===== src/rtl/mul_div_unit.sv =====
// Iterative MIPS32 multiply/divide unit with HI/LO registers.
// Radix-2 shift-add multiply and restoring divide over WIDTH cycles, with sign fix-up at the end.
module mul_div_unit #(
  parameter int WIDTH = 32
) (
  input  logic             clk,
  input  logic             reset,
  input  logic             start,
  input  logic [1:0]       op,
  input  logic [WIDTH-1:0] A,
  input  logic [WIDTH-1:0] B,
  input  logic             hi_we,
  input  logic             lo_we,
  input  logic [WIDTH-1:0] wdata,
  output logic             busy,
  output logic             done,
  output logic             div_zero,
  output logic [WIDTH-1:0] hi,
  output logic [WIDTH-1:0] lo
);

  localparam int CW = $clog2(WIDTH + 1);
  localparam logic [CW-1:0] CNT_INIT = CW'(WIDTH);
  localparam logic [CW-1:0] CNT_ONE  = CW'(1);

  typedef enum logic [1:0] {
    S_IDLE = 2'd0,
    S_RUN  = 2'd1,
    S_FIX  = 2'd2
  } state_e;

  function automatic logic [WIDTH-1:0] neg_w(input logic [WIDTH-1:0] x);
    return ~x + {{(WIDTH-1){1'b0}}, 1'b1};
  endfunction

  function automatic logic [2*WIDTH-1:0] neg_2w(input logic [2*WIDTH-1:0] x);
    return ~x + {{(2*WIDTH-1){1'b0}}, 1'b1};
  endfunction

  state_e             state_q, state_d;
  logic [1:0]         op_q, op_d;
  logic               neg_quo_q, neg_quo_d;
  logic               neg_rem_q, neg_rem_d;
  logic [WIDTH-1:0]   a_orig_q, a_orig_d;
  // Multiplicand for multiply, divisor for divide.
  logic [WIDTH-1:0]   opnd_q, opnd_d;
  logic [2*WIDTH-1:0] acc_q, acc_d;
  logic [WIDTH:0]     rem_q, rem_d;
  logic [CW-1:0]      cnt_q, cnt_d;
  logic [WIDTH-1:0]   hi_q, hi_d;
  logic [WIDTH-1:0]   lo_q, lo_d;
  logic               done_q, done_d;
  logic               div_zero_q, div_zero_d;

  logic [WIDTH-1:0]   mag_a, mag_b;
  logic [WIDTH:0]     mul_sum;
  logic [WIDTH:0]     div_shift;
  logic [WIDTH+1:0]   div_diff;
  logic [2*WIDTH-1:0] prod;

  always_comb begin
    state_d    = state_q;
    op_d       = op_q;
    neg_quo_d  = neg_quo_q;
    neg_rem_d  = neg_rem_q;
    a_orig_d   = a_orig_q;
    opnd_d     = opnd_q;
    acc_d      = acc_q;
    rem_d      = rem_q;
    cnt_d      = cnt_q;
    hi_d       = hi_q;
    lo_d       = lo_q;
    done_d     = 1'b0;
    div_zero_d = div_zero_q;
    mag_a      = (op[0] && A[WIDTH-1]) ? neg_w(A) : A;
    mag_b      = (op[0] && B[WIDTH-1]) ? neg_w(B) : B;
    mul_sum    = {(WIDTH+1){1'b0}};
    div_shift  = {(WIDTH+1){1'b0}};
    div_diff   = {(WIDTH+2){1'b0}};
    prod       = {(2*WIDTH){1'b0}};

    case (state_q)
      S_IDLE: begin
        if (start) begin
          op_d       = op;
          neg_quo_d  = op[0] & (A[WIDTH-1] ^ B[WIDTH-1]);
          neg_rem_d  = op[0] & A[WIDTH-1];
          a_orig_d   = A;
          div_zero_d = 1'b0;
          rem_d      = {(WIDTH+1){1'b0}};
          if (op[1]) begin
            opnd_d = mag_b;
            acc_d  = {{WIDTH{1'b0}}, mag_a};
          end else begin
            opnd_d = mag_a;
            acc_d  = {{WIDTH{1'b0}}, mag_b};
          end
          if (op[1] && (B == {WIDTH{1'b0}})) begin
            state_d = S_FIX;
          end else begin
            state_d = S_RUN;
            cnt_d   = CNT_INIT;
          end
        end else begin
          if (hi_we) hi_d = wdata;
          else       hi_d = hi_q;
          if (lo_we) lo_d = wdata;
          else       lo_d = lo_q;
        end
      end
      S_RUN: begin
        cnt_d = cnt_q - CNT_ONE;
        if (cnt_q == CNT_ONE) state_d = S_FIX;
        else                  state_d = S_RUN;
        if (op_q[1]) begin
          // Restoring step: keep the trial difference only when it does not borrow.
          div_shift = {rem_q[WIDTH-1:0], acc_q[WIDTH-1]};
          div_diff  = {1'b0, div_shift} - {2'b00, opnd_q};
          if (div_diff[WIDTH+1]) rem_d = div_shift;
          else                   rem_d = div_diff[WIDTH:0];
          acc_d = {acc_q[2*WIDTH-1:WIDTH], acc_q[WIDTH-2:0], ~div_diff[WIDTH+1]};
        end else begin
          // Add the multiplicand into the upper half when the low multiplier bit is set, then shift right.
          mul_sum = {1'b0, acc_q[2*WIDTH-1:WIDTH]}
                  + (acc_q[0] ? {1'b0, opnd_q} : {(WIDTH+1){1'b0}});
          acc_d   = {mul_sum, acc_q[WIDTH-1:1]};
        end
      end
      S_FIX: begin
        state_d = S_IDLE;
        done_d  = 1'b1;
        if (op_q[1]) begin
          if (opnd_q == {WIDTH{1'b0}}) begin
            lo_d       = {WIDTH{1'b1}};
            hi_d       = a_orig_q;
            div_zero_d = 1'b1;
          end else begin
            lo_d = neg_quo_q ? neg_w(acc_q[WIDTH-1:0]) : acc_q[WIDTH-1:0];
            hi_d = neg_rem_q ? neg_w(rem_q[WIDTH-1:0]) : rem_q[WIDTH-1:0];
          end
        end else begin
          prod = neg_quo_q ? neg_2w(acc_q) : acc_q;
          hi_d = prod[2*WIDTH-1:WIDTH];
          lo_d = prod[WIDTH-1:0];
        end
      end
      default: begin
        state_d = S_IDLE;
      end
    endcase
  end

  always_ff @(posedge clk) begin
    if (reset) begin
      state_q    <= S_IDLE;
      op_q       <= 2'b00;
      neg_quo_q  <= 1'b0;
      neg_rem_q  <= 1'b0;
      a_orig_q   <= {WIDTH{1'b0}};
      opnd_q     <= {WIDTH{1'b0}};
      acc_q      <= {(2*WIDTH){1'b0}};
      rem_q      <= {(WIDTH+1){1'b0}};
      cnt_q      <= {CW{1'b0}};
      hi_q       <= {WIDTH{1'b0}};
      lo_q       <= {WIDTH{1'b0}};
      done_q     <= 1'b0;
      div_zero_q <= 1'b0;
    end else begin
      state_q    <= state_d;
      op_q       <= op_d;
      neg_quo_q  <= neg_quo_d;
      neg_rem_q  <= neg_rem_d;
      a_orig_q   <= a_orig_d;
      opnd_q     <= opnd_d;
      acc_q      <= acc_d;
      rem_q      <= rem_d;
      cnt_q      <= cnt_d;
      hi_q       <= hi_d;
      lo_q       <= lo_d;
      done_q     <= done_d;
      div_zero_q <= div_zero_d;
    end
  end

  assign busy     = (state_q != S_IDLE);
  assign done     = done_q;
  assign div_zero = div_zero_q;
  assign hi       = hi_q;
  assign lo       = lo_q;

endmodule


===== config.mk =====
export PLATFORM = sky130hd
export DESIGN_NAME = mul_div_unit
export DESIGN_NICKNAME = d
export VERILOG_FILES = /design/src/rtl/mul_div_unit.sv
export SDC_FILE = /design/constraint.sdc
export NUM_CORES = 1
export LEC_CHECK = 0
export CAP_MARGIN = 20
export CORE_ASPECT_RATIO = 0.8
export CORE_MARGIN = 1.5
export CORE_UTILIZATION = 53
export DETAILED_ROUTE_END_ITERATION = 10
export PLACE_DENSITY = 0.89
export SYNTH_ARGS = -nofsm -noshare
export SYNTH_HDL_FRONTEND = slang
export SYNTH_SLANG_ARGS = --single-unit

===== constraint.sdc =====
create_clock -name clk -period 3.7 [get_ports clk]
set_input_delay 0.37 -clock clk [delete_from_list [all_inputs] [get_ports clk]]
set_output_delay 0.37 -clock clk [all_outputs]
set_load 0.01 [all_outputs]

-- Word level (Yosys, flattened, before mapping)
Index checks and enable logic that the tools add are counted.
- logic and storage cells: 97
- flip-flop bits (word level): 238
- muxes and demuxes: 37
- add/sub/neg operators: 8
- equality and inequality tests: 12
- bitwise gates (word level): 9
- reduce and logical (&&, ||, !) cells: 17
- operator list (operator ; count):
    32-bit 2-to-1 mux ; 18
    64-bit 2-to-1 mux ; 3
    32-bit case mux with 2 select lines ; 3
    32-bit by 1-bit adder with 32-bit output (second input constant) ; 4
    32-bit NOT ; 4
    64-bit case mux with 2 select lines ; 1
    64-bit by 1-bit adder with 64-bit output (second input constant) ; 1
    32-bit zero test ; 2
    64-bit NOT ; 1
    33-bit by 32-bit subtractor with 34-bit output ; 1
    32-bit by 32-bit adder with 33-bit output ; 1
    2-bit != test (second input constant) ; 9
    3-bit AND reduction ; 5
    6-bit 2-to-1 mux ; 2
    6-bit case mux with 2 select lines ; 1
    6-bit by 1-bit == test with 1-bit output (second input constant) ; 1
    2-bit 2-to-1 mux ; 3
    2-bit nonzero test ; 3
    6-bit by 1-bit subtractor with 6-bit output (second input constant) ; 1
    1-bit 2-to-1 mux ; 4
    2-bit case mux with 2 select lines ; 1
    2-bit AND reduction ; 2
    4-bit AND reduction ; 1
    1-bit logical AND ; 3
    7 further kinds ; 8

-- Longest topological paths before layout
- depth in word-level cells: 6
- gate-level depth with buffers: 15
- depth with buffers taken out: 14

-- Least setup slack after synthesis
Ideal clock, no wire load.
- path kind: reg-to-reg
- start point: register acc_q[0]
- end point: register hi_q[30] (netlist: hi[30])
- clock period less this slack: 3.616 ns
- data arrival time: 3.499 ns
- required time: 3.583 ns
- cell stages (with the launch flop): 15
- library setup time: 0.117 ns
- setup slack: 0.084 ns
- cells stage by stage: dfxtp_1 clkbuf_1 inv_1 clkbuf_1 ha_1 or4b_1 nor2_1 nand4_2 or2_4 or4_4 or2_4 o41ai_4 xor2_1 o21ai_1 a22o_1
- cells in the longest elaborated chain, start to end: 5
- RTL lines (what ; line ; source):
    start, declared ; 47 ; logic [2*WIDTH-1:0] acc_q, acc_d;
    start signal, assigned ; 161 ; acc_q <= {(2*WIDTH){1'b0}};
    64-bit NOT ; 37 ; return ~x + {{(2*WIDTH-1){1'b0}}, 1'b1};
    64-bit by 1-bit adder with 64-bit output ; 37 ;
    64-bit 2-to-1 mux ; 142 ; prod = neg_quo_q ? neg_2w(acc_q) : acc_q;
    32-bit 2-to-1 mux ; 132 ; if (op_q[1]) begin
    32-bit case mux with 2 select lines ; 82 ; case (state_q)
    end signal, assigned ; 164 ; hi_q <= {WIDTH{1'b0}};
    end signal, assigned ; 178 ; hi_q <= hi_d;
    end, declared ; 50 ; logic [WIDTH-1:0] hi_q, hi_d;
No other way between the ends.
A chain may end at the register's enable or synchronous reset.

-- Worst setup path in the final report
- start point: register opnd_q[5]
- end point: register rem_q[29]
- cells in the longest elaborated chain, start to end: 4
- RTL lines (what ; line ; source):
    start, declared ; 46 ; logic [WIDTH-1:0] opnd_q, opnd_d;
    start signal, assigned ; 160 ; opnd_q <= {WIDTH{1'b0}};
    start signal, assigned ; 174 ; opnd_q <= opnd_d;
    33-bit by 32-bit subtractor with 34-bit output ; 118 ; div_diff = {1'b0, div_shift} - {2'b00, opnd_q};
    32-bit 2-to-1 mux ; 119 ; if (div_diff[WIDTH+1]) rem_d = div_shift;
    32-bit 2-to-1 mux ; 115 ; if (op_q[1]) begin
    32-bit case mux with 2 select lines ; 82 ;
    end signal, assigned ; 162 ; rem_q <= {(WIDTH+1){1'b0}};
    end signal, assigned ; 176 ; rem_q <= rem_d;
    end, declared ; 48 ; logic [WIDTH:0] rem_q, rem_d;
No other way between the ends. The select of a mux whose other input is x is not followed.

==> impl_metrics.env <==
export IMPL_place_inst=2843
export IMPL_synth_most_common_cell="nor2_1"
export IMPL_die_height_um=165
export IMPL_dieWidth_um=205
export IMPL_min_to="state_q[0]$_SDFFE_PP0P_"
export IMPL_setup_viol=0
export IMPL_fin_worst_skew_ps=32.7
export IMPL_gp_congestion=1.02
export IMPL_synth_xor_xnor_area_share_pct=9.98
export IMPL_setup_tns_ps=0
export IMPL_ys_warnings_count=0
export IMPL_synth_flop_cell="dfxtp_1"
export IMPL_post_route_period_util_pct=97.5
export IMPL_grt_pass1_vias=17000
export IMPL_antenna_found_initial=1
export IMPL_finalHoldViolCount=0
export IMPL_core_rowCount=58
export IMPL_fmax_ghz=0.277
export IMPL_core_area_um2=31800
export IMPL_utilization_pct=64.3
export IMPL_cts_made_buffers=25
export IMPL_syn_to_final_growth_pct=18.2
export IMPL_synth_nets=2505
export IMPL_internal_power_uw=4950
export IMPL_period_minus_slack_ps=3610
export IMPL_place_hpwl_mm=51.6
export IMPL_grt_pass1_wl_mm=101
export IMPL_clk_pin_slew_ps=60
export IMPL_synth_top_family_by_area="compound AO/OA/AOI/OAI gates"
export IMPL_whs_ps=361
export IMPL_cap_violations=0
export IMPL_hold_depth=5
export IMPL_criticalPathCategory="register to register"
export IMPL_vdd_drop_max_mv=0.374
export IMPL_via_per_inst=6.65
export IMPL_power_frac_comb_pct=24.9
export IMPL_cts_tree="built"
export IMPL_portBuffers=169
export IMPL_synth_fa_ha_area_share_pct=5.30
export IMPL_slew_violations=0
export IMPL_clock_latency_ps=580
export IMPL_overflow=0
export IMPL_synth_common_cells="nor2_1 (277), nand2_1 (264), a21oi_1 (250)"
export IMPL_synth_distinct_cells=75
export IMPL_h_tree_depth=1
export IMPL_finalNonFillerCells=2888
export IMPL_postSynthAreaPerCell_um2=7.42
export IMPL_netlist_area_um2=17300
export IMPL_syn_inst=2330
export IMPL_slew_headroom_pct=30.4
export IMPL_reg2regPathDepth=12
export IMPL_cts_setup_buffers=0
export IMPL_p_sw_share_pct=33.3
export IMPL_p_per_area_nw_per_um2=363
export IMPL_clockRootBuffer="clkbuf_16"
export IMPL_worstPathRequired_ps=4150
export IMPL_first_iter_violations=2791
export IMPL_p_clk_share_pct=36.2
export IMPL_r2r_setup_slack_ps=90
export IMPL_firstDrtPassIters=9
export IMPL_tightest_slew_ps=1040
export IMPL_vias=19200
export IMPL_status="completed"
export IMPL_io_pins=170
export IMPL_power_frac_seq_pct=38.8
export IMPL_wl_mm=67.7
export IMPL_clock_sinks=237
export IMPL_layout_nets=2625
export IMPL_layout_drive_gt1_share_pct=6.89
export IMPL_diodes=0
export IMPL_drcViolationCount=0
export IMPL_cp_max_fo=6
export IMPL_synth_top_area_share_pct=27.4
export IMPL_cts_max_path_buffers=3
export IMPL_synthSimpleGateAreaFrac_pct=20.3
export IMPL_postSynth_asyncResetShare_pct=0
export IMPL_switching_power_uw=2470
export IMPL_ant_nets=0
export IMPL_arrival_ps=4060
export IMPL_ys_ff_latch=237
export IMPL_synth_compound_area_share_pct=28.6
export IMPL_wl_per_cell_um=23.4
export IMPL_rr_startpoint="opnd_q[5]$_SDFFE_PP0P_"
export IMPL_synth_area_top_cells="dfxtp_1 (27%), a21oi_1 (7.2%), nor2_1 (6.0%), nand2_1 (5.7%), xor2_1 (5.5%)"
export IMPL_cp_start_kind="register"
export IMPL_synth_largest_area_cell="dfxtp_1"
export IMPL_rsz0062_at_grt="no"
export IMPL_hp_start="op[1]"
export IMPL_synth_edff_count=0
export IMPL_ys_seq_area_share_pct=27.4
export IMPL_track_usage_pct=39.2
export IMPL_r2r_end="rem_q[29]$_SDFFE_PP0P_"
export IMPL_die_area_um2=33700
export IMPL_grt_max_degree=172
export IMPL_initial_core_util_pct=54.4
export IMPL_min_path_type="input pin to register"
export IMPL_p_leak_uw=0.00803
export IMPL_crit_path_end_kind="register"
export IMPL_synthMuxAreaShare_pct=3.47
-- registers in the layout, summed over array words and instances (netlist names) --
name	cells
op_q	1
hi	32
opnd_q	32
neg_rem_q	1
done	1
acc_q	64
neg_quo_q	1
state_q	2
cnt_q	6
div_zero	1
lo	32
rem_q	32
a_orig_q	32
-- layout by cell type (no fill, tap or decap), types with 33 or more instances in the layout --
cell type / count
a211oi_1: 46
a21o_1: 33
a21oi_1: 250
a22o_1: 39
buf_4: 76
clkdlybuf4s50_1: 167
dfxtp_1: 235
ha_1: 70
inv_1: 66
mux2i_1: 52
nand2_1: 263
nor2_1: 275
nor3_1: 36
o211ai_1: 37
o21ai_0: 156
o31ai_1: 35
xnor2_1: 88
xor2_1: 109
-- worst max-delay path, cell delays in order (launching register included) --
cell and delay (ps):
dfxtp_1 350, inv_1 120, ha_1 390, and3_1 220
a21boi_0 250, o21ai_0 150, a31o_2 320, o21ai_0 520
a31oi_1 360, o211ai_1 310, a21oi_1 100, o31a_1 280
o32ai_1 130
-- repair_timing --
action	in CTS	in global routing
resized for setup	0	2
hold buffers	0	0
setup endpoints to repair	0	2
hold endpoints to repair	0	0
-- per-layer routing --
| layer | track usage, % | part of all wire (%) |
|---|---|---|
| met5 | 0 | 0 |
| met4 | 15.9 | 4.7 |
| met3 | 12.5 | 15 |
| met2 | 56.7 | 40 |
| met1 | 53.6 | 41 |
-- final cells by class --
class | instances | area, µm²
clock inverters | 9 | 116
inverters | 68 | 255
well taps | 420 | 526
multi-input cells | 1871 | 11700
clock buffers | 36 | 737
flip-flops and latches | 237 | 4750
repair buffers | 247 | 2310
fillers | 2770 | 11400
-- stage by stage --
stage	power (µW)	area [µm²]	setup slack, ps
after global routing	7640	20400	5.31
after CTS	7330	20400	199
final	7420	20400	91.1
after detailed placement	4700	19600	52.0
after floorplan	3980	17300	84.1
after global placement	4650	19500	194
-- worst max-delay path by stage --
stage | from | endpoint | slack [ps]
4_1_cts | opnd_q[0]$_SDFFE_PP0P_ | rem_q[30]$_SDFFE_PP0P_ | 200
5_1_grt | opnd_q[0]$_SDFFE_PP0P_ | rem_q[30]$_SDFFE_PP0P_ | 5
2_1_floorplan | acc_q[0]$_SDFFE_PP0P_ | hi[30]$_SDFFE_PP0P_ | 80
3_3_place_gp | B[19] | cnt_q[5]$_SDFFE_PP0P_ | 190
6_report | opnd_q[5]$_SDFFE_PP0P_ | rem_q[29]$_SDFFE_PP0P_ | 90
3_5_place_dp | B[19] | cnt_q[2]$_SDFFE_PP0P_ | 50
-- power groups by stage --
stage	Sequential [µW]	Clock [µW]	Combinational, µW
finish	2880	2690	1850
floorplan	2860	0	1130
global route	2890	2780	1970
CTS	2870	2670	1790
detailed placement	2920	0	1770
global placement	2920	0	1740
-- cell families after synthesis --
family	count (synthesis)
compound gates	773
xor+xnor	197
fa+ha+maj	72
buf+inv	222
flops	237
mux	59
simple gates	770
Note: power is estimated with default switching activity, not from simulation.
